File: config.mk
export PLATFORM = sky130hd
export DESIGN_NAME = exmpl_run_logger
export DESIGN_NICKNAME = d
export VERILOG_FILES = /design/src/rtl/exmpl_run_logger.sv
export SDC_FILE = /design/constraint.sdc
export NUM_CORES = 1
export LEC_CHECK = 0
export ABC_AREA = 1
export CORE_AREA = 5 5 100 102
export CTS_CLUSTER_DIAMETER = 200
export DETAILED_ROUTE_END_ITERATION = 8
export DIE_AREA = 0 0 105 107
export DONT_BUFFER_PORTS = 1
export SYNTH_ARGS = -nofsm -noshare
export SYNTH_HDL_FRONTEND = slang
export SYNTH_SLANG_ARGS = --single-unit
File: constraint.sdc
create_clock -name clk_i -period 3.7 [get_ports clk_i]
set_input_delay 0.555 -clock clk_i [delete_from_list [all_inputs] [get_ports clk_i]]
set_output_delay 0.555 -clock clk_i [all_outputs]
set_load 0.1 [all_outputs]
File: src/rtl/exmpl_run_logger.sv
// Run logger for the A/E/F datapath: times start-to-F runs, counts E rising edges, queues records in a show-ahead FIFO.
// Optional macro EXMPL_LOG_OVF_EN enables the sticky drop flag on ovf_o; otherwise ovf_o is tied low.
module exmpl_run_logger #(
    parameter int unsigned CYC_W = 8,
    parameter int unsigned DEPTH = 4
) (
    input  logic                     clk_i,
    input  logic                     rst_i,
    input  logic                     start_i,
    input  logic [3:0]               A_i4,
    input  logic                     E_i,
    input  logic                     F_i,
    output logic [CYC_W+8:0]         rec_o,
    output logic                     rec_valid_o,
    input  logic                     rec_ready_i,
    output logic [$clog2(DEPTH):0]   count_o,
    output logic                     ovf_o
);

    localparam int unsigned REC_W = CYC_W + 9;
    localparam int unsigned AW    = $clog2(DEPTH);
    localparam int unsigned CW    = AW + 1;
    localparam logic [CYC_W-1:0] CYC_MAX = {CYC_W{1'b1}};

    typedef enum logic {
        S_IDLE = 1'b0,
        S_RUN  = 1'b1
    } state_t;

    state_t              state_q;
    logic                e_q;
    logic                f_q;
    logic [CYC_W-1:0]    cyc_q;
    logic [CYC_W-1:0]    cyc_d;
    logic [3:0]          ecnt_q;
    logic [3:0]          ecnt_d;
    logic                erise;
    logic                frise;
    logic                timeout;
    logic                push;
    logic [REC_W-1:0]    rec_new;

    logic [REC_W-1:0]    mem_q [DEPTH];
    logic [AW-1:0]       wr_ptr_q;
    logic [AW-1:0]       rd_ptr_q;
    logic [CW-1:0]       count_q;
    logic [CW-1:0]       count_d;
    logic                rec_valid_q;
    logic                rec_valid_d;
    logic                full;
    logic                pop;
    logic                wr_en;

    // Run bookkeeping: values the counters take if this edge is a RUN edge.
    always_comb begin
        erise   = E_i & ~e_q;
        frise   = F_i & ~f_q;
        cyc_d   = (cyc_q == CYC_MAX) ? CYC_MAX : cyc_q + CYC_W'(1);
        ecnt_d  = ecnt_q;
        if (erise && (ecnt_q != 4'hF)) begin
            ecnt_d = ecnt_q + 4'd1;
        end
        timeout = (cyc_d == CYC_MAX);
        push    = (state_q == S_RUN) && (frise || timeout);
        // Push is only ever F-driven or timeout-driven, so to = ~frise; F wins a tie.
        rec_new = {~frise, A_i4, ecnt_d, cyc_d};
    end

    always_ff @(posedge clk_i) begin
        if (rst_i) begin
            state_q <= S_IDLE;
            e_q     <= 1'b0;
            f_q     <= 1'b0;
            cyc_q   <= '0;
            ecnt_q  <= '0;
        end else begin
            e_q <= E_i;
            f_q <= F_i;
            case (state_q)
                S_IDLE: begin
                    if (start_i) begin
                        state_q <= S_RUN;
                        cyc_q   <= '0;
                        ecnt_q  <= '0;
                    end
                end
                S_RUN: begin
                    cyc_q  <= cyc_d;
                    ecnt_q <= ecnt_d;
                    if (frise || timeout) begin
                        state_q <= S_IDLE;
                    end
                end
                default: state_q <= S_IDLE;
            endcase
        end
    end

    // FIFO control: a push into a full FIFO lands only when the head is popped on the same edge.
    always_comb begin
        pop         = rec_valid_q & rec_ready_i;
        full        = (count_q == CW'(DEPTH));
        wr_en       = push & (~full | pop);
        count_d     = count_q + CW'(wr_en) - CW'(pop);
        rec_valid_d = (count_d != '0);
    end

    always_ff @(posedge clk_i) begin
        if (rst_i) begin
            wr_ptr_q    <= '0;
            rd_ptr_q    <= '0;
            count_q     <= '0;
            rec_valid_q <= 1'b0;
        end else begin
            if (wr_en) begin
                wr_ptr_q <= wr_ptr_q + AW'(1);
            end
            if (pop) begin
                rd_ptr_q <= rd_ptr_q + AW'(1);
            end
            count_q     <= count_d;
            rec_valid_q <= rec_valid_d;
        end
    end

    // Storage carries no reset; contents are only observed while valid.
    always_ff @(posedge clk_i) begin
        if (!rst_i && wr_en) begin
            mem_q[wr_ptr_q] <= rec_new;
        end
    end

    assign rec_o       = mem_q[rd_ptr_q];
    assign rec_valid_o = rec_valid_q;
    assign count_o     = count_q;

`ifdef EXMPL_LOG_OVF_EN
    logic ovf_q;
    logic drop;

    assign drop = push & full & ~pop;

    always_ff @(posedge clk_i) begin
        if (rst_i) begin
            ovf_q <= 1'b0;
        end else if (drop) begin
            ovf_q <= 1'b1;
        end
    end

    assign ovf_o = ovf_q;
`else
    assign ovf_o = 1'b0;
`endif

endmodule

======== Yosys cells after proc, flatten, opt, wreduce, memory -nomap -nowiden ========
Memory sizes are Yosys's and may differ from the RTL's. A register that Yosys moved wholly into a read port is not among the register bits.
Cells that the tools add are included.
W data, S select, Z words.
word-level totals
  flip-flop bits (word level) ............. 23
  RAM bits ................................ 68
  input bits .............................. 10
  output and inout port bits .............. 22
  logic and storage cells ................. 50
  memories kept ........................... 1
memories
  name   words  width  read ports  clocked after Yosys merged registers in  write ports  line  RTL
  mem_q  4      17     1           1                                        1            43    logic [REC_W-1:0] mem_q [DEPTH];
cells by class
  $add $sub $neg .......................... 6
  eq/ne operators ......................... 5
  mux-type cells .......................... 13
  bitwise operators ....................... 10
  reductions and logical operators ........ 6
operators with widths
  operator               number
  $eq A8 B8 Y1 const B   2
  $mux W8                2
  $pmux W8 S2            1
  $add A8 B1 Y8 const B  1
  $mux W4                2
  $pmux W4 S2            1
  $not A1 Y1             5
  $add A2 B1 Y2 const B  2
  $add A4 B1 Y4 const B  1
  $and A1 B1 Y1          4
  $mux W1                4
  $mux W2                2
  $ne A4 B4 Y1 const B   1
  $add A3 B1 Y3          1
  $eq A3 B3 Y1 const B   1
  $logic_and A1 B1 Y1    3
  $reduce_bool A3 Y1     1
  $sub A3 B1 Y3          1
  $ne A2 B2 Y1 const B   1
  $pmux W1 S2            1
  $logic_not A1 Y1       1
  $logic_or A1 B1 Y1     1
  $or A1 B1 Y1           1

======== Logic depth before layout (Yosys ltp) ========
Gate-level depths: netlist (run 1).
  depth in word-level cells ............... 9
  mapped depth ............................ 18
  depth with buffers taken out ............ 18

======== Worst setup path before layout (run 1) ========
OpenSTA, ideal clock, no wires.
  path kind ............................... reg-to-output
  start point ............................. register with a tool-made name
  end point ............................... output port rec_o[13]
  arrival time ............................ 2.406 ns
  required time ........................... 3.145 ns
  slack ................................... 0.739 ns
  cell stages (with the launch flop) ...... 6
  buffers on the path ..................... 2
  path through ............................ dfxtp_1 clkbuf_1 inv_1 clkbuf_1 o21ai_0 o22ai_1
RTL lines
  element           line  RTL
  end: declaration  13    output logic [CYC_W+8:0] rec_o,

======== Worst setup path in the final report (run 1) ========
  start point ............................. register cyc_q[0]
  end point ............................... register rec_valid_q, in the netlist rec_valid_o
between the ends
  word-level cells in the longest chain between the ends .. 9
  elaborated cells on any way between the ends .. 10
  classes of those cells .................. add/sub (3); eq/ne (2); mux (1); bitwise (1); reduce/logical (3)
RTL lines
  element                                               line  RTL
  start: declaration                                    33    logic [CYC_W-1:0] cyc_q;
  start signal: assignment                              88    cyc_q <= cyc_d;
  $add A8 B1 Y8 / $eq A8 B8 Y1 (equally long branches)  58    cyc_d = (cyc_q == CYC_MAX) ? CYC_MAX : cyc_q + CYC_W'(1);
  $mux W8 *                                             58
  via cyc_d[2]                                          34    logic [CYC_W-1:0] cyc_d;
  $eq A8 B8 Y1 *                                        63    timeout = (cyc_d == CYC_MAX);
  $logic_or A1 B1 Y1 *                                  64    push = (state_q == S_RUN) && (frise || timeout);
  $logic_and A1 B1 Y1 *                                 64
  $and A1 B1 Y1 *                                       103   wr_en = push & (~full | pop);
  $add A3 B1 Y3 *                                       104   count_d = count_q + CW'(wr_en) - CW'(pop);
  $sub A3 B1 Y3 *                                       104
  via count_d[1]                                        47    logic [CW-1:0] count_d;
  $reduce_bool A3 Y1 *                                  105   rec_valid_d = (count_d != '0);
  end signal: assignment                                122   rec_valid_q <= rec_valid_d;
  end: declaration                                      48    logic rec_valid_q;
The timed path passes the listed nets; every way through them passes the cells marked *.
A chain may end at the register's enable or synchronous reset.

==> out/qor.yml, run 1 <==
status: "finished, final reports clean"
die_y_um: 107
synth_compound_gate_area_share: 0.0992
core_um2: 9020
clk_pin_slew_ns: 0.09
dp_hpwl_um: 4780
synth_nets: 384
fin_ws_ns: 0.701
hold_path_class: "input port to register"
required_ns: 3.94
die_w_um: 105
dieArea_um2: 11200
power_leakage_nw: 1.69
dp_slack_ns: 0.701
synthXorXnorAreaFrac: 0.0179
grt_util_all_layers: 0.138
tightest_slew_ns: 1.00
hp-start: "rst_i"
max_stage_delay_ns: 0.47
cts-root-buf: "clkbuf_8"
grt_pass1_wl_um: 12100
regArea_um2: 2540
setup_viol: 0
nNetsFinal: 408
pwr_density_cell_nw_per_um2: 590
drt-initial-drc-count: 134
path_buf_inv: 2
synth.area.mux_share: 0
ys_seq_area_frac: 0.648
synthAdderAreaFrac: 0.0306
wl_um: 7510
n_antenna_cell: 0
crit_chain: "ha_1, nand2_2, nor2_4, nand2_4, nand2_1, nand2_2, nor2_2, nand3_2, nand2_4, nand2_4, ha_1, inv_1, ha_1, fa_1, o31ai_1, inv_1"
antenna_left: 0
slew_headroom: 0.332
via_per_inst: 5.03
start_util: 0.435
slew_viol_final: 0
hold_viol: 0
yosysTopAreaCellShare: 0.521
cts_sinks: 93
insertion_delay_ns: 0.35
clk_path_buf_depth: 2
synth-seq-cells: 93
cap_violations: 0
multi_input_area_um2: 1290
rsz0062_at_grt: "false"
synthTopCellsByArea: "edfxtp_1 (52%), dfxtp_1 (13%), nor2_1 (5.2%)"
startpoint_type: "register"
maxClockFrequency_mhz: 333
fillCellCount: 841
clock_skew_ns: 0.0125
grt_pass1_vias: 2403
path_class: "register to register"
syn_to_final_growth_pct: 14.6
yosysWarnings: 0
yosys.area.top_type: "edfxtp_1"
yosys.area_share.simple: 0.152
post_synth.cell_area_avg_um2: 10.7
ctsHtreeMaxLevel: 3
synth_flop_cell: "edfxtp_1"
synth_top_family_by_area: "simple AND/OR/NAND/NOR gates"
peakVddDrop_mv: 0.297
numCtsBuffers: 9
cts_tree: "built"
first_pass_iters: 6
worstPathArrival_ns: 3.24
synth_cells: 365
cts_resized: 0
fin_crit_sh: 0.811
setup_tns_ns: 0
portBuffers: 0
cp_slowest_cell: "fa_1"
place_congestion: 0.795
path_delay_family: "adder cells"
r2r_start: "cyc_q[0]"
grt_max_degree: 35
min_period_ns: 3.00
async_flop_share: 0
ioPinCount: 32
synthDistinctLibCells: 28
drive_gt1_frac: 0.193
endpoint_kind: "register"
antenna_found_initial: 0
row_count: 35
post-cts-setup-buffers: 0
overflow: 0
ctsHoldBuffers: 0
drc: 0
cp_max_fo: 8
synthesis.area_um2: 3920
avgRoutedWirePerCell_um: 14.9
vias: 2541
critPathLaunch: "cyc_q[0]"
synth_edf_count: 68
## path summary, 6_finish.rpt
kind         cells past startpoint     endpoint  slack [ns]
max                             16  rec_valid_o        0.70
min                              1    ecnt_q[1]        0.27
max reg2reg                     16  rec_valid_o        0.70
min reg2reg                      1     register        0.48
## flip-flops by register name (all words and copies together) (netlist names), named ones only
register and count:
count_o 3, rec_valid_o 1, state_q 1, cyc_q 8, e_q 1, rd_ptr_q 2, wr_ptr_q 2, f_q 1
ecnt_q 4, mem_q 68
## kinds of logic (layout without fill, tap and decap cells)
group	after synthesis	count (layout)
flops	93	93
fa+ha+maj	9	9
buf+inv	52	81
simple gates	129	129
compound gates	73	73
xor+xnor	8	8
other cells	1	1
## metrics by stage
stage	power, mW	util	instance area, um2	hold WS [ns]	std cells
2_1_floorplan	1.89	-	3920	0.444	365
3_3_place_gp	2.07	0.478	4310	0.458	489
3_5_place_dp	2.08	0.478	4310	0.461	489
4_1_cts	2.68	0.498	4490	0.244	505
5_1_grt	2.77	0.498	4490	0.235	505
6_report	2.65	0.498	4490	0.267	505
## placed cells by master (no fill, tap or decap)
cell,n
fa_1,1
clkinvlp_4,1
nand3_1,11
xor2_1,7
nand2_4,3
conb_1,1
nand2_2,2
nor2_2,2
dfxtp_1,25
edfxtp_1,68
nor3_1,1
ha_1,8
inv_2,1
nand2_1,45
nand3_2,2
clkbuf_8,9
nand4_1,1
a21oi_1,19
nor2_4,3
xnor2_1,1
buf_4,27
o21ai_0,36
nor2_1,54
clkinv_1,1
inv_6,3
nor3_2,4
o31ai_1,1
o22ai_2,17
and2_1,1
inv_1,37
clkinv_4,2
## power breakdown
group	internal (mW)	switching, mW
logic	0.184	0.695
clock network	0.251	0.352
registers	1.15	0.0178
total	1.59	1.06
## synthesized netlist by cell type, types with 3 or more instances
cell type,n
nand3_1,11
clkbuf_1,11
nor3_2,4
nand2_4,3
ha_1,8
o22ai_1,17
dfxtp_1,25
edfxtp_1,68
xor2_1,7
nor2_4,3
inv_1,37
o21ai_0,36
nor2_1,54
a21oi_1,19
nand2_1,45
## area by class of cell
type | count | area share
clock inverter | 7 | 0.0123
tap | 111 | 0.0309
clock buffer | 9 | 0.0276
inverter | 38 | 0.0318
multi-input combinational | 220 | 0.286
timing repair buffer | 27 | 0.0451
sequential | 93 | 0.566
## layer usage
metal / share of wire / wire length (um) / vias to the layer above / global-route usage
li1: - / - / 1287 / -
met1: 0.46 / 3480 / 1214 / 0.173
met2: 0.49 / 3710 / 31 / 0.234
met3: 0.031 / 234 / 9 / 0.0277
met4: 0.012 / 89 / 0 / 0.0521
met5: 0 / 0 / - / 0
No activity file was read; power rests on OpenSTA's default activity.
==> run 2: changes to the inputs <==
Clock period 3.7 ns to 2.8 ns, I/O delays scaled along.
==> run 2 against run 1 <==
  * Clock power increased by 44%
  * Critical path depth increased by 2
  * Fmax increased by 9.6%
  * Cell count rose by 2.2%
  * Sequential share of layout area decreased by 4.7 points
  * Non-clock buffer count up 11
  * First-iteration DRC count decreased by 22%
  * Hold slack worse by 0.16 ns
  * Largest cell class unchanged
==> out/qor.yml, run 2 (synthesis results as in run 1) <==
final_util: 0.545  # +0.0473
final_common_cell: "edfxtp_1"
dp_hpwl_um: 4830  # +1.0%
reg2reg_setup_slack_ns: 0.06  # -0.64 ns
dp_slack_ns: -0.0135  # -0.714 ns
largest_reg_flops: 68  # unchanged
fin_cells: 516  # +2.2%
antenna_left: 0  # unchanged
cap_violations: 0  # unchanged
n_antenna_cell: 0  # unchanged
clk_path_buf_depth: 2  # unchanged
ctsHtreeMaxLevel: 3  # unchanged
die_w_um: 105  # unchanged
ctsHoldBuffers: 0  # unchanged
path_class: "register to register"
fin_total_pwr_mw: 3.83  # +44%
place_congestion: 0.895  # +13%
regMostFlops: "mem_q"
slew_viol_final: 0  # unchanged
r2r_start: "cyc_q[1]"
hold_path_end: "cyc_q[5]"
start_util: 0.435  # unchanged
syn_to_final_growth_pct: 25.4
reg2reg_depth: 18  # +2
setup_tns_ns: 0  # unchanged
cp_slowest_cell: "dfxtp_4"
cts_sinks: 93  # unchanged
layout_common_cells: "edfxtp_1 (68), nor2_1 (52), nand2_1 (38)"
maxClockFrequency_mhz: 365  # +9.6%
drt-initial-drc-count: 105  # -22%
first_pass_iters: 4  # -2
placed_cell_area_um2: 4580  # +6.2%
row_count: 35  # unchanged
cp_max_fo: 8  # unchanged
grt_pass1_wl_um: 12300  # +1.4%
overflow: 0  # unchanged
drc: 0  # unchanged
hold_path_class: "input port to register"
min_period_ns: 2.74  # -0.262 ns
fin_ws_ns: 0.0630  # -0.638 ns
final_cell_area_um2: 4920  # +9.5%
wl_um: 7630  # +1.6%
top_regs: "mem_q (68), cyc_q (8), ecnt_q (4)"
tightest_slew_ns: 0.901  # -0.100 ns
pwr_density_cell_nw_per_um2: 778  # +32%
vias: 2588  # +1.8%
core_um2: 9020  # unchanged
antenna_found_initial: 0  # unchanged
grt_util_all_layers: 0.138  # +0.000814
portBuffers: 0  # unchanged
r2r-end: "rec_valid_o"
rsz0062_at_grt: "true"
dieArea_um2: 11200  # unchanged
clk_pin_slew_ns: 0.10  # about the same
endpoint_kind: "register"
hp-start: "rst_i"
setup_viol: 0  # unchanged
ioPinCount: 32  # unchanged
grt_pass1_vias: 2505  # +4.2%
numCtsBuffers: 9  # unchanged
dp.cells: 496  # +1.4%
timing.hold.ws_ns: 0.108  # -0.159 ns
cts-root-buf: "clkbuf_8"
cts_tree: "built"
fin_crit_sh: 0.977  # +0.167
hold_path_depth: 1  # unchanged
status: "finished, final reports clean"
clock_skew_ns: 0.00875  # -0.00370 ns
crit_chain: "ha_4, nand2_4, nor2_4, nand2_4, nand2_2, nand3_2, nor2_4, nand3_2, nand2_4, nand2_8, ha_4, inv_2, ha_4, fa_2, inv_2, xor2_2, o31ai_2, inv_1"
insertion_delay_ns: 0.36  # about the same
worstPathArrival_ns: 2.99  # -0.25 ns
nNetsFinal: 419  # +2.7%
drive_gt1_frac: 0.277  # +0.0836
hold_viol: 0  # unchanged
required_ns: 3.06  # -0.88 ns
power_leakage_nw: 1.85  # +9.5%
die_y_um: 107  # unchanged
grt_max_degree: 35  # unchanged
max_stage_delay_ns: 0.38  # -0.09 ns
via_per_inst: 5.02  # -0.32%
peakVddDrop_mv: 0.524  # +76%
slew_headroom: 0.397  # +0.0653
startpoint_type: "register"
avgRoutedWirePerCell_um: 14.8  # -0.57%
## run 2: changes by cell type in the layout (fill, tap and decap cells not counted), sizes merged
cell and change:
clkinvlp -1, buf +11, inv +1
## run 2: layout make-up
type | count | area, um2
Sequential cell | 93 | 2550
Tap cell | 111 | 139
Timing Repair Buffer | 38 | 498
Fill cell | 773 | 4100
Clock buffer | 9 | 124
Clock inverter | 7 | 73.8
Inverter | 38 | 143
Multi-Input combinational cell | 220 | 1390
## run 2: worst max-delay path by stage
stage                   from           to  cells after the start
global placement    cyc_q[1]  rec_valid_o                     18
global route        cyc_q[2]  rec_valid_o                     17
finish              cyc_q[1]  rec_valid_o                     18
detailed placement  cyc_q[1]  rec_valid_o                     18
CTS                 cyc_q[1]  rec_valid_o                     18
floorplan           register    rec_o[10]                      5
## run 2: layer usage
metal  track usage  part of all wire  up-vias
met3        0.0283             0.034       10
met2         0.234              0.50       31
li1              -                 -     1302
met4        0.0612             0.014        0
met5             0                 0        -
met1         0.171              0.45     1245
## run 2: worst max-delay path, delay by kind of cell, from the launching register on
| family | cells | cell delay, ns |
|---|---|---|
| compound gates | 1 | 0.25 |
| flops | 1 | 0.38 |
| buf+inv | 3 | 0.15 |
| fa+ha+maj | 4 | 0.90 |
| simple gates | 9 | 0.87 |
| xor+xnor | 1 | 0.08 |
## run 2: power by group
part	switching [mW]	internal (mW)	total (mW)
registers	0.0276	1.52	1.55
logic	0.984	0.430	1.41
clock network	0.514	0.352	0.866
## run 2: what timing repair did
item	CTS	global route
cloned	0	0
setup endpoints to repair	1	3
pin swaps	0	15
buffers inserted	0	4
gates resized for setup	1	31
==> RTL edit 1: new RTL, flow settings as in run 2 <==
Change the parameter `CYC_W` from 8 to 12.
--- a/src/rtl/exmpl_run_logger.sv
+++ b/src/rtl/exmpl_run_logger.sv
@@ -3,3 +3,3 @@
 module exmpl_run_logger #(
-    parameter int unsigned CYC_W = 8,
+    parameter int unsigned CYC_W = 12,
     parameter int unsigned DEPTH = 4
Ports: changed (resized rec_o); port bits go from 32 to 36. The function was not compared with the original's and may differ.
==> RTL edit 1 against run 2 <==
Hold slack worse by 0.068 ns; maximum frequency fell by 2.7%; via count is 33% higher; largest power group is now clock; die area stayed put; sequential share of layout area down 4.2 points; sequential cell count increased by 20; area after synthesis rose by 22%; sequential power increased by 21%; wire length grew 40%; global-route usage increased by 6.5 points; setup slack worse by 0.077 ns; total power rose by 47%; the flow now finishes with violations (negative setup slack); cell area up 32%.
==> RTL edit 1: results (changes against run 2) <==
stage	metric	value	unit	change
run_status	run_status	finished with violations		
sta	setup_ws	-0.01411	ns	-0.07714 ns
critical_path	crit_path_top_delay_cell	dfxtp_2		
yosys	yosys-top-cells-count	edfxtp_1, nand2_1, nor2_1, o21ai_0, inv_1		
yosys	synth_edf_count	84		+24%
global_route	grt_pass1_vias	3585		+43%
detailed_routing	drt_pass1_iterations	5		+1
power	powerClk	2.09	mW	+140%
global_route	groute.usage.overall	20.32	%	+6.5 points
sta	setup_viol	1		+1
power	p_clk_share	37.2	%	+15 points
clocking	clkSlewWorstSetupHoldPaths	0.06	ns	-0.04 ns
place	pre_cts_slack	-0.1835	ns	-0.1700 ns
global_route	antenna_found_initial	0		unchanged
global_route	grt_max_degree	43		+23%
detailed_routing	wl	10660	um	+40%
power	comb_power_share	29.4	%	-7.5 points
yosys	syn-num-nets	470		+22%
yosys	seq_area_frac_synth	64.84	%	about the same
critical_path	max_stage_delay	0.35	ns	-0.03 ns
power	ir_worst_vdd	0.5936	mV	+13%
sta	relSlewSlack	36.88	%	-2.8 points
detailed_routing	drtIter0Drc	144		+37%
place	dpl_cell_area	5700	sq um	+25%
place	place.gp.congestion	0.8520		-4.8%
clocking	cts_hold_buf	5		+5
clocking	clk_latency	0.50	ns	+0.14 ns
global_route	grt_pass1_wl	17790	um	+45%
yosys	synth_area_leaders	edfxtp_1, dfxtp_1, nand2_1		
clocking	post_cts_buffers	2		+2
critical_path	cp_top_family	adder cells		
final_layout	drive_above_1_share	29.17	%	+1.5 points
sta	finalClockSkew	0.009109	ns	+0.0003609 ns
critical_path	critPathMaxFanout	4		-4
detailed_routing	vias_per_cell	5.391		+7.5%
power	intPower	3.698	mW	+61%
clocking	cts_buffers	17		+8
clocking	cts_resized	15		+14
final_layout	largestRegisters	mem_q (84), cyc_q (12), ecnt_q (4)		
place	dp_hpwl	6371	um	+32%
power	leakagePower	2.434	nW	+31%
clocking	htree_num_levels	4		+1
critical_path	critPathArrivalTime	3.21	ns	+0.22 ns
yosys	synthDistinctLibCells	34		+21%
final_layout	num-nets-final	534		+27%
run_status	violations	negative setup slack		
RTL edit 1: kinds of logic after synthesis:
family | after synthesis | share of synthesized area [%]
adders and majority gates | 9 | 2.510
and+or+nand+nor | 176 | 16.26
buffers and inverters | 54 | 4.575
xor gates and xnor gates | 8 | 1.464
DFF | 113 | 64.84
other | 1 | 0.07836
AOI/OAI and AO/OA | 90 | 10.27
RTL edit 1: path summary, 6_finish.rpt:
check / start / to / slack (ns) / depth (start not counted)
max: cyc_q[0] / rec_valid_o / -0.01 / 18
min: F_i / f_q / 0.04 / 2
max reg2reg: cyc_q[0] / rec_valid_o / -0.01 / 18
min reg2reg: rd_ptr_q[0] / flop / 0.47 / 1
RTL edit 1: metrics by stage:
| stage | util [%] | TNS, ns | hold WS [ns] | std cells |
|---|---|---|---|---|
| CTS | 71.25 | 0 | 0.01377 | 636 |
| finish | 72.16 | -0.01411 | 0.03951 | 639 |
| detailed placement | 63.19 | -0.2783 | 0.4636 | 596 |
| floorplan | - | -7.439 | 0.4435 | 451 |
| global placement | 63.19 | -0.06170 | 0.4575 | 596 |
| global route | 72.16 | -0.2269 | 0.02662 | 639 |
RTL edit 1: cell type report:
type / instances / area, sq um
well taps: 111 / 138.9
repair buffers: 65 / 813.3
clock buffers: 18 / 417.9
multi-input cells: 285 / 1747
flip-flops and latches: 113 / 3105
inverters: 33 / 123.9
clock inverters: 14 / 163.9
fillers: 618 / 2511
RTL edit 1: routing by layer:
| metal | vias to the layer above | track usage (%) | wire, um |
|---|---|---|---|
| met5 | - | 0 | 0 |
| met4 | 0 | 5.114 | 55 |
| met3 | 7 | 6.321 | 443 |
| met2 | 91 | 35.52 | 5643 |
| met1 | 1663 | 24.43 | 4521 |
| li1 | 1684 | - | - |
==> RTL edit 2: new RTL, settings of run 2 <==
Without the edit above. Register the output `count_o` once more; this adds one clock of latency there. The other outputs are not delayed to match.
--- a/src/rtl/exmpl_run_logger.sv
+++ b/src/rtl/exmpl_run_logger.sv
@@ -134,3 +134,5 @@
     assign rec_valid_o = rec_valid_q;
-    assign count_o     = count_q;
+    always_ff @(posedge clk_i) begin
+        count_o <= count_q;
+    end
 
Check against the original RTL: not equivalent (a bounded check fails within 4 cycles, from zero or initial values and one cycle with rst_i high).
==> RTL edit 2 against run 2 <==
Cell area fell by 3.4%; sequential cell count rose by 3; via count rose by 3.0%; critical path depth did not move; sequential share of layout area rose by 3.1 points; area after synthesis rose by 1.6%; setup slack improved by 0.0089 ns; synthesized cell count rose by 1.4%; wire length rose by 2.9%; total power fell by 0.74%; die area did not move; critical endpoint unchanged.
==> RTL edit 2: results (changes against run 2) <==
stage	metric	value	unit	change
final_layout	num-nets-final	420		+0.24%
critical_path	crit_path_top_delay_cell	dfxtp_2		
clocking	cts_buffers	9		unchanged
sta	finalClockSkew	0.01205	ns	+0.003302 ns
detailed_routing	wl_met1	3575	um	+3.8%
yosys	yosys-top-cells-count	edfxtp_1, nor2_1, nand2_1, o21ai_0, inv_1		
detailed_routing	dr_total_vias	2666		+3.0%
clocking	cts_buffer_depth	2		unchanged
run_status	run_status	finished clean		
yosys	syn-num-nets	389		+1.3%
place	pre_cts_slack	0.006870	ns	+0.02035 ns
global_route	grt_pass1_vias	2573		+2.7%
yosys	yosys_warnings	0		unchanged
critical_path	cp_top_family	simple AND/OR/NAND/NOR gates		
sta	whs	0.1112	ns	+0.003268 ns
yosys	seq_area_frac_synth	65.33	%	+0.49 points
power	leakagePower	1.778	nW	-4.1%
detailed_routing	drtIter0Drc	101		-3.8%
global_route	antenna_found_initial	0		unchanged
detailed_routing	highest_layer	met4		
yosys	synth_edf_count	68		unchanged
sta	fmax	0.3666	GHz	+0.33%
yosys	synth_area_leaders	edfxtp_1, dfxtp_1, nor2_1		
final_layout	drive_above_1_share	27.09	%	-0.56 points
place	dp_hpwl	4931	um	+2.1%
detailed_routing	wl	7850	um	+2.9%
detailed_routing	dr_wl_met3	289	um	+13%
detailed_routing	wl_met2	3854	um	+0.71%
critical_path	critPathMaxFanout	5		-3
place	place.gp.congestion	0.8514		-4.9%
detailed_routing	wl_per_cell	15.18	um	+2.7%
place	io_buffers	0		unchanged
global_route	groute.usage.overall	14.24	%	+0.41 points
power	ir_worst_vdd	0.5236	mV	about the same
global_route	grt_pass1_wl	12650	um	+3.0%
global_route	grt_max_degree	35		unchanged
yosys	netlist_instances	370		+1.4%
sta	worst_pin_slew	0.9413	ns	+0.04020 ns
place	dp.cells	498		+0.40%
worst_hold_path	hold_class	in2reg		
clocking	clkSlewWorstSetupHoldPaths	0.10	ns	about the same
place	dpl_cell_area	4408	sq um	-3.7%
[RTL edit 2: cell count changes in the layout (fill, tap and decap cells not counted), moves of 3 or more]
cell,delta
o21ai_1,+3
nand2_1,+6
inv_2,+4
buf_4,+13
dfxtp_1,+4
nand2_2,+3
buf_12,-17
inv_1,-5
[RTL edit 2: cells by family (layout without fill, tap and decap cells)]
kind of cell / count (synthesis) / count (layout) / synth area share (%)
AOI/OAI and AO/OA: 72 / 72 / 9.705
and+or+nand+nor: 133 / 133 / 15.30
adders and majority gates: 9 / 9 / 3.015
buffers and inverters: 52 / 88 / 5.025
other: 1 / 1 / 0.09413
DFF: 96 / 96 / 65.33
xor gates and xnor gates: 7 / 7 / 1.539
[RTL edit 2: final timing paths]
path,start,end,depth (start not counted)
min reg2reg,count_q[2],count_o[2],0
max reg2reg,cyc_q[0],rec_valid_o,18
min,rst_i,cyc_q[2],1
max,cyc_q[0],rec_valid_o,18
[RTL edit 2: cell type report]
type | count | area [sq um]
clock buffer | 9 | 123.9
clock inverter | 7 | 95.09
fill | 813 | 4270
inverter | 37 | 138.9
multi-input combinational | 222 | 1376
sequential | 96 | 2611
tap | 111 | 138.9
timing repair buffer | 35 | 266.5
[RTL edit 2: timing repair]
action,CTS,global route
setup endpoints to repair,0,3
hold buffers,0,0
resized for setup,0,25
buffers inserted,0,3
[RTL edit 2: power breakdown]
group | switching [mW] | total [mW] | internal (mW)
Combinational | 0.811 | 1.07 | 0.255
Clock | 0.482 | 0.987 | 0.505
Sequential | 0.167 | 1.75 | 1.58
[RTL edit 2: metal layers]
layer / global-route usage, % / vias to the layer above
li1: - / 1316
met1: 18.26 / 1297
met2: 23.20 / 39
met3: 3.492 / 14
met4: 5.662 / 0
met5: 0 / -
